`src/rtl/turf_surf_cmd_tx.sv`:
```
// turf_surf_cmd_tx: serial command transmitter that drives the TURF->SURF
// command lines. A frame is START(1), 32 data bits MSB first, an optional
// odd-parity bit, then an inter-frame gap of zeros. Only lines whose bit is
// set in the latched SURF mask carry the frame; all other lines stay 0.
// Optional feature macro: TURF_CMD_PARITY_EN (adds the PARITY bit period).
//
// Handshake: a command transfers on a rising CLK125 edge where CMD_VALID=1
// and CMD_READY=1. CMD_READY is registered and high only in IDLE; the source
// must hold CMD_DATA/CMD_SURF_MASK stable until that edge. An all-zero mask
// is consumed without sending a frame.
module turf_surf_cmd_tx #(
  parameter int NUM_SURFS = 12,
  parameter int DIV       = 4,
  parameter int GAP_BITS  = 2
) (
  input  logic                 CLK125,
  input  logic                 RST_N,
  input  logic [31:0]          CMD_DATA,
  input  logic [NUM_SURFS-1:0] CMD_SURF_MASK,
  input  logic                 CMD_VALID,
  output logic                 CMD_READY,
  output logic [NUM_SURFS-1:0] CMD,
  output logic                 BUSY,
  output logic [15:0]          FRAME_CNT,
  output logic [2:0]           DBG_STATE
);

  localparam logic [2:0] S_IDLE   = 3'd0;
  localparam logic [2:0] S_START  = 3'd1;
  localparam logic [2:0] S_DATA   = 3'd2;
  localparam logic [2:0] S_PARITY = 3'd3;
  localparam logic [2:0] S_GAP    = 3'd4;

  localparam logic [7:0] DIV_LAST = 8'(DIV - 1);
  localparam logic [3:0] GAP_LAST = 4'(GAP_BITS - 1);

  logic [2:0]           state;
  logic [7:0]           div_cnt;
  logic [4:0]           bit_idx;
  logic [3:0]           gap_cnt;
  logic [31:0]          data_q;
  logic [NUM_SURFS-1:0] mask_q;
  logic [15:0]          frame_cnt_q;

  logic       bit_end;
  logic [4:0] next_idx;
`ifdef TURF_CMD_PARITY_EN
  logic       parity_bit;
`endif

  assign FRAME_CNT = frame_cnt_q;
  assign DBG_STATE = state;

  // Bit-period boundary, next data index and odd parity of the latched word.
  always_comb begin
    bit_end  = (div_cnt == DIV_LAST);
    next_idx = bit_idx - 5'd1;
`ifdef TURF_CMD_PARITY_EN
    parity_bit = ~^data_q;
`endif
  end

  // Frame sequencer; CMD is loaded with the value of the period being entered
  // so the line changes on the same edge as the state.
  always_ff @(posedge CLK125 or negedge RST_N) begin
    if (!RST_N) begin
      state       <= S_IDLE;
      div_cnt     <= '0;
      bit_idx     <= '0;
      gap_cnt     <= '0;
      data_q      <= '0;
      mask_q      <= '0;
      frame_cnt_q <= '0;
      CMD         <= '0;
      CMD_READY   <= 1'b1;
      BUSY        <= 1'b0;
    end else begin
      case (state)
        S_IDLE: begin
          // Zero-mask commands are consumed here and never leave IDLE.
          if (CMD_VALID && CMD_READY && (|CMD_SURF_MASK)) begin
            data_q    <= CMD_DATA;
            mask_q    <= CMD_SURF_MASK;
            div_cnt   <= '0;
            state     <= S_START;
            CMD       <= CMD_SURF_MASK;
            CMD_READY <= 1'b0;
            BUSY      <= 1'b1;
          end
        end
        S_START: begin
          if (bit_end) begin
            div_cnt <= '0;
            bit_idx <= 5'd31;
            state   <= S_DATA;
            CMD     <= data_q[31] ? mask_q : '0;
          end else begin
            div_cnt <= div_cnt + 8'd1;
          end
        end
        S_DATA: begin
          if (bit_end) begin
            div_cnt <= '0;
            if (bit_idx == 5'd0) begin
`ifdef TURF_CMD_PARITY_EN
              state <= S_PARITY;
              CMD   <= parity_bit ? mask_q : '0;
`else
              state   <= S_GAP;
              gap_cnt <= '0;
              CMD     <= '0;
`endif
            end else begin
              bit_idx <= next_idx;
              CMD     <= data_q[next_idx] ? mask_q : '0;
            end
          end else begin
            div_cnt <= div_cnt + 8'd1;
          end
        end
        S_PARITY: begin
          if (bit_end) begin
            div_cnt <= '0;
            gap_cnt <= '0;
            state   <= S_GAP;
            CMD     <= '0;
          end else begin
            div_cnt <= div_cnt + 8'd1;
          end
        end
        S_GAP: begin
          if (bit_end) begin
            div_cnt <= '0;
            if (gap_cnt == GAP_LAST) begin
              state       <= S_IDLE;
              CMD_READY   <= 1'b1;
              BUSY        <= 1'b0;
              frame_cnt_q <= frame_cnt_q + 16'd1;
            end else begin
              gap_cnt <= gap_cnt + 4'd1;
            end
          end else begin
            div_cnt <= div_cnt + 8'd1;
          end
        end
        default: begin
          state     <= S_IDLE;
          div_cnt   <= '0;
          CMD       <= '0;
          CMD_READY <= 1'b1;
          BUSY      <= 1'b0;
        end
      endcase
    end
  end

endmodule

```
`config.mk`:
```
export PLATFORM = sky130hd
export DESIGN_NAME = turf_surf_cmd_tx
export DESIGN_NICKNAME = d
export VERILOG_FILES = /design/src/rtl/turf_surf_cmd_tx.sv
export SDC_FILE = /design/constraint.sdc
export NUM_CORES = 1
export LEC_CHECK = 0
export BUFFER_PORTS_ARGS = -buffer_cell sky130_fd_sc_hd__buf_4
export CAP_MARGIN = 0
export CORE_ASPECT_RATIO = 1.2
export CORE_MARGIN = 2
export CORE_UTILIZATION = 55
export CTS_CLUSTER_SIZE = 30
export DETAILED_ROUTE_END_ITERATION = 6
export PLACE_DENSITY = 0.87
export SLEW_MARGIN = 20
export SYNTH_ARGS = -nofsm -noshare
export SYNTH_HDL_FRONTEND = slang
export SYNTH_SLANG_ARGS = --single-unit
```
`constraint.sdc`:
```
create_clock -name CLK125 -period 2.78 [get_ports CLK125]
set_input_delay 0.556 -clock CLK125 [delete_from_list [all_inputs] [get_ports CLK125]]
set_output_delay 0.556 -clock CLK125 [all_outputs]
set_load 0.005 [all_outputs]
```
==> flow_metrics.env <==
export IMPL_die_area_um2=9306
export IMPL_final_util=0.6847
export IMPL_synth_adder_area_share=0.01331
export IMPL_synthDistinctLibCells=50
export IMPL_num_vias=3555
export IMPL_max_freq_ghz=0.4039
export IMPL_synthCells=401
export IMPL_drive_gt1_frac=0.3591
export IMPL_yosysSeqAreaShare=0.5007
export IMPL_first_global_vias=3615
export IMPL_track_usage=0.2270
export IMPL_yosysWarnings=0
export IMPL_place_gp_congestion=0.8639
export IMPL_worst_path_buf_inv=0
export IMPL_critical_path_class="register to register"
export IMPL_power_density_nw_per_um2=437.0
export IMPL_ctsHoldBuffers=0
export IMPL_grt_max_degree=74
export IMPL_clk_path_buf_depth=2
export IMPL_grt_busiest_layer="met2"
export IMPL_postSynthAreaPerCell_um2=11.72
export IMPL_ys_flop_type="dfrtp_1"
export IMPL_cts_resized=0
export IMPL_grtUsageMet1=0.2840
export IMPL_clkLatencyLatePin_ns=0.37
export IMPL_drv_slew=0
export IMPL_rsz0062_at_grt="false"
export IMPL_drc_errors=0
export IMPL_io_pins=80
export IMPL_crit_fanout=12
export IMPL_end_kind="register"
export IMPL_via_per_inst=5.995
export IMPL_antenna_found_initial=0
export IMPL_clock_skew_ns=0.01074
export IMPL_yosys_register_bits=94
export IMPL_grt_pass1_wl_um=16660
export IMPL_final_setup_tns_ns=0
export IMPL_cp_start_kind="register"
export IMPL_min_path_type="primary input to asynchronous set/reset pin"
export IMPL_setup_viol=0
export IMPL_synth_compound_area_frac=0.1347
export IMPL_area_growth_pct=19.40
export IMPL_postLayoutSetupSlackWorst_ns=0.3040
export IMPL_layout_commonest_cell="dfrtp_1"
export IMPL_critPathRequiredTime_ns=3.06
export IMPL_grtUsageMet3=0.04072
export IMPL_wl_um=10060
export IMPL_yosys_area_share_simple=0.1240
export IMPL_cts_max_level=3
export IMPL_synth_edff_count=0
export IMPL_worst_path_largest_cell_delay_ns=0.55
export IMPL_maxCapViolations=0
export IMPL_ir_worst_vdd_mv=0.3982
export IMPL_wire_per_inst_um=16.96
export IMPL_start_util=0.5734
export IMPL_hold_ws_ns=0.06576
export IMPL_tightest_slew_ns=1.175
export IMPL_power_leakage_uw=0.002691
export IMPL_core_area_um2=8198
export IMPL_drtIter0Drc=270
export IMPL_antenna_diode_count=0
export IMPL_synth_area_mux_share=0.1533
export IMPL_rows=36
export IMPL_syn_area_um2=4701
export IMPL_period_share=0.8906
export IMPL_synth_top_family_by_area="multiplexers"
export IMPL_synth_xor_area_share=0.04099
export IMPL_startpoint="div_cnt[1]$_DFFE_PN0P_"
export IMPL_numCtsBuffers=9
export IMPL_hold_violations=0
export IMPL_cts_sinks=94
export IMPL_synthArstFlopShare=1.000
export IMPL_layout_common_cells="dfrtp_1, buf_4, mux2_2"
export IMPL_cp_top_family="compound AO/OA/AOI/OAI gates"
export IMPL_gr_total_overflow=0
export IMPL_reg2reg_from="div_cnt[1]$_DFFE_PN0P_"
export IMPL_cts_root_buf="clkbuf_8"
export IMPL_final_antenna_net_count=0
export IMPL_slew_headroom=0.2159
export IMPL_crit_arrival_ns=2.76
export IMPL_die_y_um=105.3
export IMPL_syn_num_nets=453
export IMPL_hpwlAfterDp_um=6838
export IMPL_status="completed"
export IMPL_crit_slowest_cell="o2111ai_1"
export IMPL_path_clk_slew_ns=0.09
export IMPL_grt_util_met2=0.3759
export IMPL_port_buffers=79
export IMPL_path_cells="ha_1, or4b_4, a211oi_1, o2111ai_1, a2bb2oi_1, a31oi_1"
export IMPL_dr_pass1_iters=5
export IMPL_place_ws_ns=0.3098
export IMPL_fp_dieW_um=88.40
export IMPL_cts_tree="yes"
export IMPL_nets=527
export IMPL_post_cts_buffers=0
export IMPL_period_needed_ns=2.476
==> routing by layer <==
metal / share of wire / routed length [um]
met1: 0.40 / 4057
met2: 0.52 / 5233
met3: 0.051 / 515
met4: 0.025 / 250
met5: 0 / 0
==> cells by family (layout without fill, tap and decap cells) <==
family | count (synthesis) | after routing
adders and majority gates | 5 | 5
AOI/OAI and AO/OA | 91 | 91
xor gates and xnor gates | 22 | 22
muxes | 56 | 56
buffers and inverters | 33 | 111
and+or+nand+nor | 100 | 100
DFF | 94 | 94
==> cells in the mapped netlist, types with 3 or more instances <==
cell / instances / share of area
o22ai_1: 4 / 0.0053
and3_1: 7 / 0.0093
a2bb2oi_1: 12 / 0.022
inv_1: 10 / 0.0080
nor3_2: 3 / 0.0064
a31oi_1: 18 / 0.024
a21oi_1: 18 / 0.019
buf_6: 3 / 0.0072
xnor2_1: 11 / 0.020
dfrtp_1: 93 / 0.50
nand2_1: 20 / 0.016
nor2b_1: 3 / 0.0040
a222oi_1: 12 / 0.026
or3_1: 3 / 0.0040
mux4_2: 8 / 0.038
and2_1: 3 / 0.0040
mux2_2: 48 / 0.11
o21ai_0: 12 / 0.013
ha_1: 5 / 0.013
nor3b_1: 4 / 0.0064
a211oi_1: 5 / 0.0080
clkbuf_1: 13 / 0.010
nor2_1: 24 / 0.019
nor4_1: 3 / 0.0040
buf_2: 7 / 0.0075
nand2b_1: 4 / 0.0053
nand3_1: 6 / 0.0064
nand4_1: 3 / 0.0040
xor2_1: 11 / 0.020
==> worst paths after layout <==
check / end / slack, ns / depth (start not counted)
max: CMD[9]$_DFFE_PN0P_ / 0.30 / 6
min: CMD[4]$_DFFE_PN0P_ / 0.07 / 1
max reg2reg: CMD[9]$_DFFE_PN0P_ / 0.30 / 6
min reg2reg: FRAME_CNT[15]$_DFFE_PN0P_ / 0.48 / 1
max in group asynchronous: CMD_READY$_DFFE_PN1P_ / 2.01 / 2
min in group CLK125: data_q[8]$_DFFE_PN0P_ / 0.41 / 2
==> final cells by class <==
class / count / area [um2]
Clock buffer: 9 / 123.9
Clock inverter: 6 / 92.59
Fill cell: 614 / 2585
Inverter: 10 / 37.54
Multi-Input combinational cell: 274 / 2192
Sequential cell: 94 / 2354
Tap cell: 114 / 142.6
Timing Repair Buffer: 86 / 670.6
==> through the flow <==
step / area [um2] / std cells / power [uW]
after floorplan: 4701 / 401 / 1396
after global placement: 5396 / 578 / 1482
after detailed placement: 5396 / 578 / 1484
after CTS: 5613 / 593 / 2466
after global routing: 5613 / 593 / 2534
final: 5613 / 593 / 2453
==> registers in the layout, summed over array words and instances, names as in the netlist <==
signal and flops:
div_cnt 8, BUSY 1, data_q 32, bit_idx 5, DBG_STATE 3, gap_cnt 4, FRAME_CNT 16, CMD_READY 1
mask_q 12, CMD 12
==> worst register-to-register path, delay by kind of cell (launching register included) <==
kind	cells	cell delay, ns
AOI/OAI and AO/OA	4	1.27
DFF	1	0.39
adders and majority gates	1	0.21
and+or+nand+nor	1	0.53
==> power breakdown <==
group          total [uW]  leakage [uW]  switching (uW)  internal, uW
Clock                 997      0.000102             489           508
Combinational        89.8       0.00131            44.6          45.2
Sequential           1370       0.00128               0          1370
Power figures use the tool's default switching activity.
